`config.mk`:
```
export PLATFORM = sky130hd
export DESIGN_NAME = capture_sequencer_flat
export DESIGN_NICKNAME = d
export VERILOG_FILES = /design/src/rtl/capture_sequencer_if.sv /design/src/rtl/capture_sequencer.sv /design/src/flat_wrapper.sv
export SDC_FILE = /design/constraint.sdc
export NUM_CORES = 1
export LEC_CHECK = 0
export ABC_AREA = 1
export BUFFER_PORTS_ARGS = -buffer_cell sky130_fd_sc_hd__buf_2
export CORE_AREA = 3 3 110 112
export CTS_BUF_LIST = sky130_fd_sc_hd__clkbuf_8 sky130_fd_sc_hd__clkbuf_16
export DETAILED_ROUTE_END_ITERATION = 6
export DIE_AREA = 0 0 113 115
export GPL_TIMING_DRIVEN = 0
export PLACE_DENSITY = 0.76
export RECOVER_POWER = 25
export SYNTH_ARGS = -nofsm -noshare
export SYNTH_HDL_FRONTEND = slang
export SYNTH_SLANG_ARGS = --single-unit
```
`constraint.sdc`:
```
create_clock -name wb_clk -period 2 [get_ports wb_clk]
set_input_delay 0.3 -clock wb_clk [delete_from_list [all_inputs] [get_ports wb_clk]]
set_output_delay 0.3 -clock wb_clk [all_outputs]
set_load 0.01 [all_outputs]
```
`src/rtl/capture_sequencer_if.sv`:
```
// Wishbone slave bundle for the capture sequencer register block.
// Master drives strobes/address/data, slave returns ack and read data.
interface capture_sequencer_if;
  logic        wb_cyc;
  logic        wb_stb;
  logic        wb_we;
  logic [1:0]  wb_adr;
  logic [3:0]  wb_sel;
  logic [31:0] wb_dat_i;
  logic [31:0] wb_dat_o;
  logic        wb_ack;

  modport master (
    output wb_cyc,
    output wb_stb,
    output wb_we,
    output wb_adr,
    output wb_sel,
    output wb_dat_i,
    input  wb_dat_o,
    input  wb_ack
  );

  modport slave (
    input  wb_cyc,
    input  wb_stb,
    input  wb_we,
    input  wb_adr,
    input  wb_sel,
    input  wb_dat_i,
    output wb_dat_o,
    output wb_ack
  );
endinterface

```
`src/rtl/capture_sequencer.sv`:
```
// Capture sequencer: arms an external capture buffer, waits for it to fill,
// counts completed captures and raises a level interrupt on done/timeout.
module capture_sequencer #(
  parameter int TMO_WIDTH = 24,
  parameter int CNT_WIDTH = 16
) (
  input  logic               wb_clk,
  input  logic               wb_rst_n,
  capture_sequencer_if.slave bus,
  output logic               cntrl_run,
  input  logic               cntrl_ready,
  output logic               busy,
  output logic               irq
);

  localparam logic [31:0] ID_VAL = 32'h5EC0_0001;

  typedef enum logic [1:0] {
    IDLE = 2'd0,
    ARM  = 2'd1,
    WAIT = 2'd2,
    DONE = 2'd3
  } state_t;

  state_t state_q, state_d;

  logic run_q, run_d;
  logic ack_q, ack_d;
  logic [31:0] dat_q, dat_d;
  logic sync_q, rdy_s_q;
  logic auto_q, auto_d;
  logic irq_en_q, irq_en_d;
  logic done_q, done_d;
  logic tmo_q, tmo_d;
  logic irq_q, irq_d;

  logic [TMO_WIDTH-1:0] lim_q, lim_d;
  logic [TMO_WIDTH-1:0] tcnt_q, tcnt_d;
  logic [TMO_WIDTH-1:0] tcnt_inc;
  logic [CNT_WIDTH-1:0] cap_q, cap_d;

  logic acc, wr;
  logic wr_csr, wr_lim, wr_cap;
  logic start_w, abort_w;
  logic done_clr, tmo_clr;
  logic done_set, tmo_set;
  logic tmo_hit;
  logic [31:0] mask;
  logic [31:0] csr_rd;
  logic unused_ok;

  assign acc    = bus.wb_cyc & bus.wb_stb & ~ack_q;
  assign wr     = acc & bus.wb_we;
  assign wr_csr = wr & (bus.wb_adr == 2'd0);
  assign wr_lim = wr & (bus.wb_adr == 2'd1);
  assign wr_cap = wr & (bus.wb_adr == 2'd2);

  assign start_w  = wr_csr & bus.wb_sel[0]
                  & bus.wb_dat_i[0];
  assign abort_w  = wr_csr & bus.wb_sel[0]
                  & bus.wb_dat_i[3];
  assign done_clr = wr_csr & bus.wb_sel[1]
                  & bus.wb_dat_i[8];
  assign tmo_clr  = wr_csr & bus.wb_sel[1]
                  & bus.wb_dat_i[9];

  assign mask = {{8{bus.wb_sel[3]}},
                 {8{bus.wb_sel[2]}},
                 {8{bus.wb_sel[1]}},
                 {8{bus.wb_sel[0]}}};

  // The flag lands on the same edge the counter reaches the limit.
  assign tcnt_inc = tcnt_q + 1'b1;
  assign tmo_hit  = (lim_q != '0) && (tcnt_inc == lim_q);

  assign unused_ok = ^{bus.wb_dat_i, mask};

  always_comb begin
    state_d  = state_q;
    tcnt_d   = tcnt_q;
    done_set = 1'b0;
    tmo_set  = 1'b0;
    unique case (state_q)
      IDLE: begin
        if (start_w) begin
          state_d = ARM;
          tcnt_d  = '0;
        end
      end
      ARM: begin
        tcnt_d = tcnt_inc;
        if (tmo_hit) begin
          state_d = IDLE;
          tmo_set = 1'b1;
        end else if (!rdy_s_q) begin
          state_d = WAIT;
        end
      end
      WAIT: begin
        tcnt_d = tcnt_inc;
        if (rdy_s_q) begin
          state_d = DONE;
        end else if (tmo_hit) begin
          state_d = IDLE;
          tmo_set = 1'b1;
        end
      end
      DONE: begin
        done_set = 1'b1;
        if (auto_q) begin
          state_d = ARM;
          tcnt_d  = '0;
        end else begin
          state_d = IDLE;
        end
      end
      default: state_d = IDLE;
    endcase
    // Abort leaves flags and the capture count exactly as they were.
    if (abort_w) begin
      state_d  = IDLE;
      done_set = 1'b0;
      tmo_set  = 1'b0;
    end
  end

  always_comb begin
    run_d    = (state_d == ARM);
    ack_d    = acc;
    auto_d   = auto_q;
    irq_en_d = irq_en_q;
    if (wr_csr && bus.wb_sel[0]) begin
      auto_d   = bus.wb_dat_i[1];
      irq_en_d = bus.wb_dat_i[2];
    end
    done_d = done_set | (done_q & ~done_clr);
    tmo_d  = tmo_set | (tmo_q & ~tmo_clr);
    irq_d  = irq_en_q & (done_q | tmo_q);
  end

  always_comb begin
    lim_d = lim_q;
    if (wr_lim) begin
      lim_d = (lim_q & ~mask[TMO_WIDTH-1:0])
            | (bus.wb_dat_i[TMO_WIDTH-1:0]
               & mask[TMO_WIDTH-1:0]);
    end
    cap_d = cap_q;
    if (wr_cap) begin
      cap_d = '0;
    end else if (done_set && (cap_q != '1)) begin
      cap_d = cap_q + 1'b1;
    end
  end

  always_comb begin
    csr_rd = {21'b0, rdy_s_q, tmo_q, done_q,
              2'b00, 2'(state_q), 1'b0,
              irq_en_q, auto_q, 1'b0};
    dat_d  = dat_q;
    if (acc) begin
      unique case (bus.wb_adr)
        2'd0: dat_d = csr_rd;
        2'd1: dat_d = 32'(lim_q);
        2'd2: dat_d = 32'(cap_q);
        2'd3: dat_d = ID_VAL;
        default: dat_d = '0;
      endcase
    end
  end

  always_ff @(posedge wb_clk or negedge wb_rst_n) begin
    if (!wb_rst_n) begin
      state_q  <= IDLE;
      run_q    <= 1'b0;
      ack_q    <= 1'b0;
      dat_q    <= '0;
      sync_q   <= 1'b0;
      rdy_s_q  <= 1'b0;
      auto_q   <= 1'b0;
      irq_en_q <= 1'b0;
      done_q   <= 1'b0;
      tmo_q    <= 1'b0;
      irq_q    <= 1'b0;
      lim_q    <= '0;
      tcnt_q   <= '0;
      cap_q    <= '0;
    end else begin
      state_q  <= state_d;
      run_q    <= run_d;
      ack_q    <= ack_d;
      dat_q    <= dat_d;
      sync_q   <= cntrl_ready;
      rdy_s_q  <= sync_q;
      auto_q   <= auto_d;
      irq_en_q <= irq_en_d;
      done_q   <= done_d;
      tmo_q    <= tmo_d;
      irq_q    <= irq_d;
      lim_q    <= lim_d;
      tcnt_q   <= tcnt_d;
      cap_q    <= cap_d;
    end
  end

  assign cntrl_run    = run_q;
  assign busy         = (state_q != IDLE);
  assign irq          = irq_q;
  assign bus.wb_ack   = ack_q;
  assign bus.wb_dat_o = dat_q;

endmodule

```
`src/flat_wrapper.sv`:
```
// flat-port wrapper written by rule: the top's interface ports become plain ports
module capture_sequencer_flat 
#(
  parameter int TMO_WIDTH = 24,
  parameter int CNT_WIDTH = 16
)
  (wb_clk, wb_rst_n, cntrl_run, cntrl_ready, busy, irq, bus_wb_cyc, bus_wb_stb, bus_wb_we, bus_wb_adr, bus_wb_sel, bus_wb_dat_i, bus_wb_dat_o, bus_wb_ack);
  capture_sequencer_if bus_i ();
  input  logic wb_clk;
  input  logic wb_rst_n;
  output logic cntrl_run;
  input  logic cntrl_ready;
  output logic busy;
  output logic irq;
  input wire logic [$bits(bus_i.wb_cyc)-1:0] bus_wb_cyc;
  input wire logic [$bits(bus_i.wb_stb)-1:0] bus_wb_stb;
  input wire logic [$bits(bus_i.wb_we)-1:0] bus_wb_we;
  input wire logic [$bits(bus_i.wb_adr)-1:0] bus_wb_adr;
  input wire logic [$bits(bus_i.wb_sel)-1:0] bus_wb_sel;
  input wire logic [$bits(bus_i.wb_dat_i)-1:0] bus_wb_dat_i;
  output wire logic [$bits(bus_i.wb_dat_o)-1:0] bus_wb_dat_o;
  output wire logic [$bits(bus_i.wb_ack)-1:0] bus_wb_ack;
  assign bus_i.wb_cyc = bus_wb_cyc;
  assign bus_i.wb_stb = bus_wb_stb;
  assign bus_i.wb_we = bus_wb_we;
  assign bus_i.wb_adr = bus_wb_adr;
  assign bus_i.wb_sel = bus_wb_sel;
  assign bus_i.wb_dat_i = bus_wb_dat_i;
  assign bus_wb_dat_o = bus_i.wb_dat_o;
  assign bus_wb_ack = bus_i.wb_ack;
  capture_sequencer #(.TMO_WIDTH(TMO_WIDTH), .CNT_WIDTH(CNT_WIDTH)) u_core (.wb_clk(wb_clk), .wb_rst_n(wb_rst_n), .bus(bus_i), .cntrl_run(cntrl_run), .cntrl_ready(cntrl_ready), .busy(busy), .irq(irq));
endmodule
```
* Yosys cells after proc, flatten, opt, wreduce, memory -nomap -nowiden
Cells that the tools add are included.
** Word-level totals
- Register bits :: 107
- Latch bits :: 0
- Memory bits (writable) :: 0
- Bits in read-only memories :: 0
- Input port bits :: 44
- Logic and storage cells :: 82
- Memories :: 0
** Cells by class
- $add $sub $neg :: 2
- $mul :: 0
- Divide/modulo/power cells :: 0
- $lt $le $gt $ge :: 0
- Equal/unequal tests :: 11
- Shift operators :: 0
- Mux-type cells :: 20
- Bitwise operators :: 25
- Reduce and logical (&&, ||, !) cells :: 10
** Operators by type and width (number)
- $pmux W32 S4 :: 1
- $pmux W24 S3 :: 1
- $and A24 B24 Y24 :: 2
- $mux W24 :: 2
- $mux W16 :: 2
- $add A24 B1 Y24 const B :: 1
- $eq A24 B24 Y1 :: 1
- $not A24 Y24 :: 1
- $or A24 B24 Y24 :: 1
- $reduce_bool A24 Y1 :: 1
- $add A16 B1 Y16 const B :: 1
- $ne A16 B16 Y1 const B :: 1
- $and A1 B1 Y1 :: 15
- $mux W2 :: 6
- $eq A2 B2 Y1 const B :: 4
- $pmux W2 S4 :: 1
- $eq A2 B1 Y1 const B :: 3
- $mux W1 :: 6
- $logic_not A2 Y1 :: 2
- $ne A2 B1 Y1 const B :: 2
- $reduce_bool A2 Y1 :: 2
- $logic_and A1 B1 Y1 :: 3
- $not A1 Y1 :: 3
- $or A1 B1 Y1 :: 3
- other kinds (3) :: 3

* Longest topological paths before layout
- Depth in word-level cells :: 10
- Depth in mapped cells :: 18

* Worst setup path after synthesis
OpenSTA, ideal clock, no wires.
- Path type :: reg2reg
- Start point :: reg u_core.tcnt_q[0]
- End point :: reg u_core.run_q (netlist: u_core.cntrl_run)
- Setup time :: 0.124 ns
- Data arrival time :: 1.874 ns
- Data required time :: 1.876 ns
- Path slack :: 0.002 ns
- Stages on the path, launching flop included :: 18
- Path buffers :: 0
- Clock period less this slack :: 1.998 ns
- Cell sequence :: dfrtp_1 -> ha_1 -> nand2_2 -> nor2_8 -> nand2_4 -> nand2_2 -> nand2_2 -> nand2_2 -> and2_1 -> nand2_1 -> nor2_1 -> nand2_1 -> nor2_2 -> nand3_2 -> nand2_1 -> nand2_1 -> nand2_1 -> a21oi_2
** Between the ends
- Word-level cells in the longest chain between the ends :: 8
- Elaborated cells on any way between the ends :: 9
- Classes of those cells :: 1 x add/sub; 2 x eq/ne; 5 x mux; 1 x reduce/logical
** RTL lines
- start: declaration :: RTL line capture_sequencer.sv:38 : logic [TMO_WIDTH-1:0] tcnt_q, tcnt_d;
- start signal: assignment :: RTL line capture_sequencer.sv:201 : tcnt_q <= tcnt_d;
- $add A24 B1 Y24 * :: RTL line capture_sequencer.sv:73 : assign tcnt_inc = tcnt_q + 1'b1;
- $eq A24 B24 Y1 * :: RTL line capture_sequencer.sv:74 : assign tmo_hit = (lim_q != '0) && (tcnt_inc == lim_q);
- $logic_and A1 B1 Y1 * :: RTL line capture_sequencer.sv:74
- $mux W2 :: RTL line capture_sequencer.sv:103 : end else if (tmo_hit) begin
- $mux W2 :: RTL line capture_sequencer.sv:101 : if (rdy_s_q) begin
- $pmux W2 S4 * :: RTL line capture_sequencer.sv:83 : unique case (state_q)
- $mux W2 * :: RTL line capture_sequencer.sv:120 : if (abort_w) begin
- $eq A2 B1 Y1 * :: RTL line capture_sequencer.sv:128 : run_d = (state_d == ARM);
- named net u_core.run_d :: RTL line capture_sequencer.sv:27 : logic run_q, run_d;
- end signal: assignment :: RTL line capture_sequencer.sv:190 : run_q <= run_d;
- end: declaration :: RTL line capture_sequencer.sv:27
The timed path passes the listed nets; every way through them passes the cells marked *.
A chain may end at the register's enable or synchronous reset.

* Final worst setup path
- Start point :: reg u_core.tcnt_q[1]
- End point :: reg u_core.run_q (netlist: u_core.cntrl_run)
Same word-level chain as after synthesis.

==> impl_metrics.py <==
metrics = {
    "drt": {
        "vias_per_cell": 5.53,
        "route.vias.total": 5856,
        "wl_mm": 16.9,
        "drc": 0,
        "ant_nets": 0,
        "drtPass1Iterations": 6,
        "wire_per_inst_um": 16.0,
        "drt-initial-drc-count": 593,
    },
    "timing": {
        "min_period_ps": 2290,
        "rsz0062_at_grt": "true",
        "setup_ws_ps": -291,
        "worstMarginPinSlew_ps": 1010,
        "clock_skew_ps": 4.77,
        "finalHoldViolCount": 0,
        "relSlewSlack": 0.323,
        "slew_viol_final": 0,
        "fin_hold_ws_ps": 60.7,
        "setup_viol": 4,
        "max_freq_mhz": 437,
        "min_period_over_period": 1.15,
    },
    "cts": {
        "htreeDepth": 3,
        "cts_tree": "built",
        "clk_pin_slew_ps": 70,
        "clock-sinks": 100,
        "clock_path_buffers": 2,
        "cts_root_buf": "clkbuf_16",
        "clkLatencyLatePin_ps": 340,
        "numCtsBuffers": 9,
    },
    "placed_design": {
        "hpwl_mm": 12.4,
        "dpl_worst_slack_ps": -406,
        "io_buffers": 67,
        "gp_congestion": 0.953,
    },
    "floorplan": {
        "initial_core_util": 0.520,
        "die_x_um": 113,
        "die_h_um": 115,
        "ios": 80,
        "core_area_um2": 11300,
        "die_area_um2": 13000,
        "row_count": 39,
    },
    "grt": {
        "grt_util_all_layers": 0.263,
        "grt_max_degree": 64,
        "grt_pass1_vias": 5532,
        "antenna_found_initial": 0,
        "grt_overflow_total": 0,
        "grt_pass1_wl_mm": 27.0,
    },
    "critical_path": {
        "worstPathArrival_ps": 2560,
        "rrSetupSlack_ps": -290,
        "required_ps": 2270,
        "crit_top_cell": "nand2_2",
        "critPathLaunchType": "flip-flop",
        "crit_type": "reg -> reg",
        "crit_fanout": 6,
        "cp_slowest_cell": "dfrtp_1",
        "endpoint_kind": "flip-flop",
        "cp_cell_sequence": "buf_6, clkinvlp_4, nor2_8, nand2_8, nor2_8, nand2_2, nand2_2, nand2_2, nand2_2, nand4_1, nor2_2, nand3_4, nand2_2, nand3_2, a21oi_2",
        "slowest_delay_ps": 400,
    },
    "final_layout": {
        "drive_above_1_share": 0.225,
        "final_nets": 962,
        "diodes": 0,
        "area_delta_synth_final_pct": 22.4,
        "fin_util": 0.637,
    },
    "logic_synthesis": {
        "ys_warn_count": 0,
        "syn_avg_cell_area_um2": 7.30,
        "synthTopCellsByCount": "nand2_1 (215), inv_1 (102), dfrtp_1 (100)",
        "synth_most_common_cell": "nand2_1",
        "yosysSeqAreaShare": 0.425,
        "ys_async_sr_fraction": 1.00,
        "ys_ff_latch": 100,
        "synth_edf_count": 0,
        "yosysTopAreaCellShare": 0.425,
        "synthesis.instances": 807,
        "synthTopCellsByArea": "dfrtp_1 (42%), nand2_1 (14%), inv_1 (6.5%), nor2_1 (6.1%), nand3_1 (5.9%)",
        "synth_top_area_cell": "dfrtp_1",
        "synth_flop_cell": "dfrtp_1",
        "syn_area_um2": 5890,
        "ys_types": 41,
    },
    "pwr": {
        "p_leak_nw": 3.55,
        "peakVddDrop_mv": 0.845,
        "power_density_nw_per_um2": 920,
        "fin_total_pwr_mw": 6.63,
    },
    "worst_hold_path": {
        "hold_path_class": "in -> reg",
    },
    "run_status": {
        "status": "complete, but fails checks",
        "violations": "negative setup slack",
    },
    "flow_run": {
        "maxCapViolCount": 0,
    },
}
[layout make-up]
| type | count | area, um2 |
|---|---|---|
| clock inverter | 5 | 36.3 |
| inverter | 107 | 405 |
| tap | 143 | 179 |
| sequential | 100 | 2500 |
| timing repair buffer | 91 | 527 |
| clock buffer | 11 | 253 |
| fill | 976 | 4110 |
| multi-input combinational | 580 | 3180 |
| buffer | 22 | 121 |
[path summary, 6_finish.rpt]
path                                        from           endpoint  cells after the start
worst max-delay path            u_core.tcnt_q[1]   u_core.cntrl_run                     15
worst min-delay path                 cntrl_ready      u_core.sync_q                      1
worst max register to register  u_core.tcnt_q[1]   u_core.cntrl_run                     15
worst min register to register     u_core.sync_q     u_core.rdy_s_q                      0
max in group asynchronous               wb_rst_n  u_core.state_q[1]                      3
min in group asynchronous               wb_rst_n  u_core.tcnt_q[23]                      2
[kinds of logic (layout without fill, tap and decap cells)]
family	after synthesis	after routing	share of synthesized area
and+or+nand+nor	439	439	0.337
AOI/OAI and AO/OA	125	125	0.124
other	1	3	0.000637
adders and majority gates	7	7	0.0149
xor gates and xnor gates	3	3	0.00680
DFF	100	100	0.425
muxes	3	3	0.00574
buffers and inverters	129	236	0.0867
[stage by stage]
step / std cells / setup TNS, ps / cell area [um2]
after global placement: 1019 / -55860 / 6410
after floorplan: 809 / 0 / 5900
after detailed placement: 1020 / -10910 / 6440
after global routing: 1059 / -2030 / 7210
final: 1059 / -1100 / 7210
after CTS: 1045 / -446 / 6930
[placed cells by master, fill, tap and decap left out, types with 3 or more instances in the layout]
master	n
nand3b_1	3
clkinvlp_4	3
conb_1	3
o21ai_0	34
nand2_4	6
o22ai_1	24
buf_4	29
ha_1	5
nor2_4	13
inv_1	100
nand4_1	8
nand3_2	9
nor2_1	83
clkbuf_2	3
nand2_2	29
nand3_1	63
nand2_1	195
nor2_2	11
clkbuf_16	9
clkbuf_1	24
dfrtp_1	98
a21oi_1	35
o31ai_1	4
nor2_8	4
inv_2	7
a31oi_1	10
mux2_2	3
nand3_4	4
nor3_1	6
a221oi_1	3
buf_2	53
[what timing repair did]
action                                  4_1_cts  5_1_grt
hold buffers                                  1        0
buffers inserted                              8       14
pin swaps                                    11       23
endpoints found under the setup margin       36       42
hold endpoints to repair                     37        0
gates resized for setup                      34       61
[power by group]
group / total, mW / leakage [nW] / internal (mW) / switching [mW]
registers: 2.67 / 1.25 / 2.34 / 0.330
logic: 2.27 / 2.16 / 0.848 / 1.42
clock network: 1.70 / 0.140 / 0.915 / 0.782
total: 6.63 / 3.55 / 4.10 / 2.53
[metal layers]
layer	up-vias	GRT usage	share of wire
li1	2831	-	-
met1	2748	0.360	0.43
met2	240	0.436	0.47
met3	37	0.0474	0.079
met4	0	0.0625	0.021
met5	-	0	0
[critical path, delay by kind of cell (launching register included)]
| kind | cells | cell delay, ps |
|---|---|---|
| AO/OA/AOI/OAI | 1 | 160 |
| AND/OR/NAND/NOR | 12 | 1400 |
| flip-flops | 1 | 400 |
| buffers and inverters | 2 | 230 |
Power figures use the tool's default switching activity.
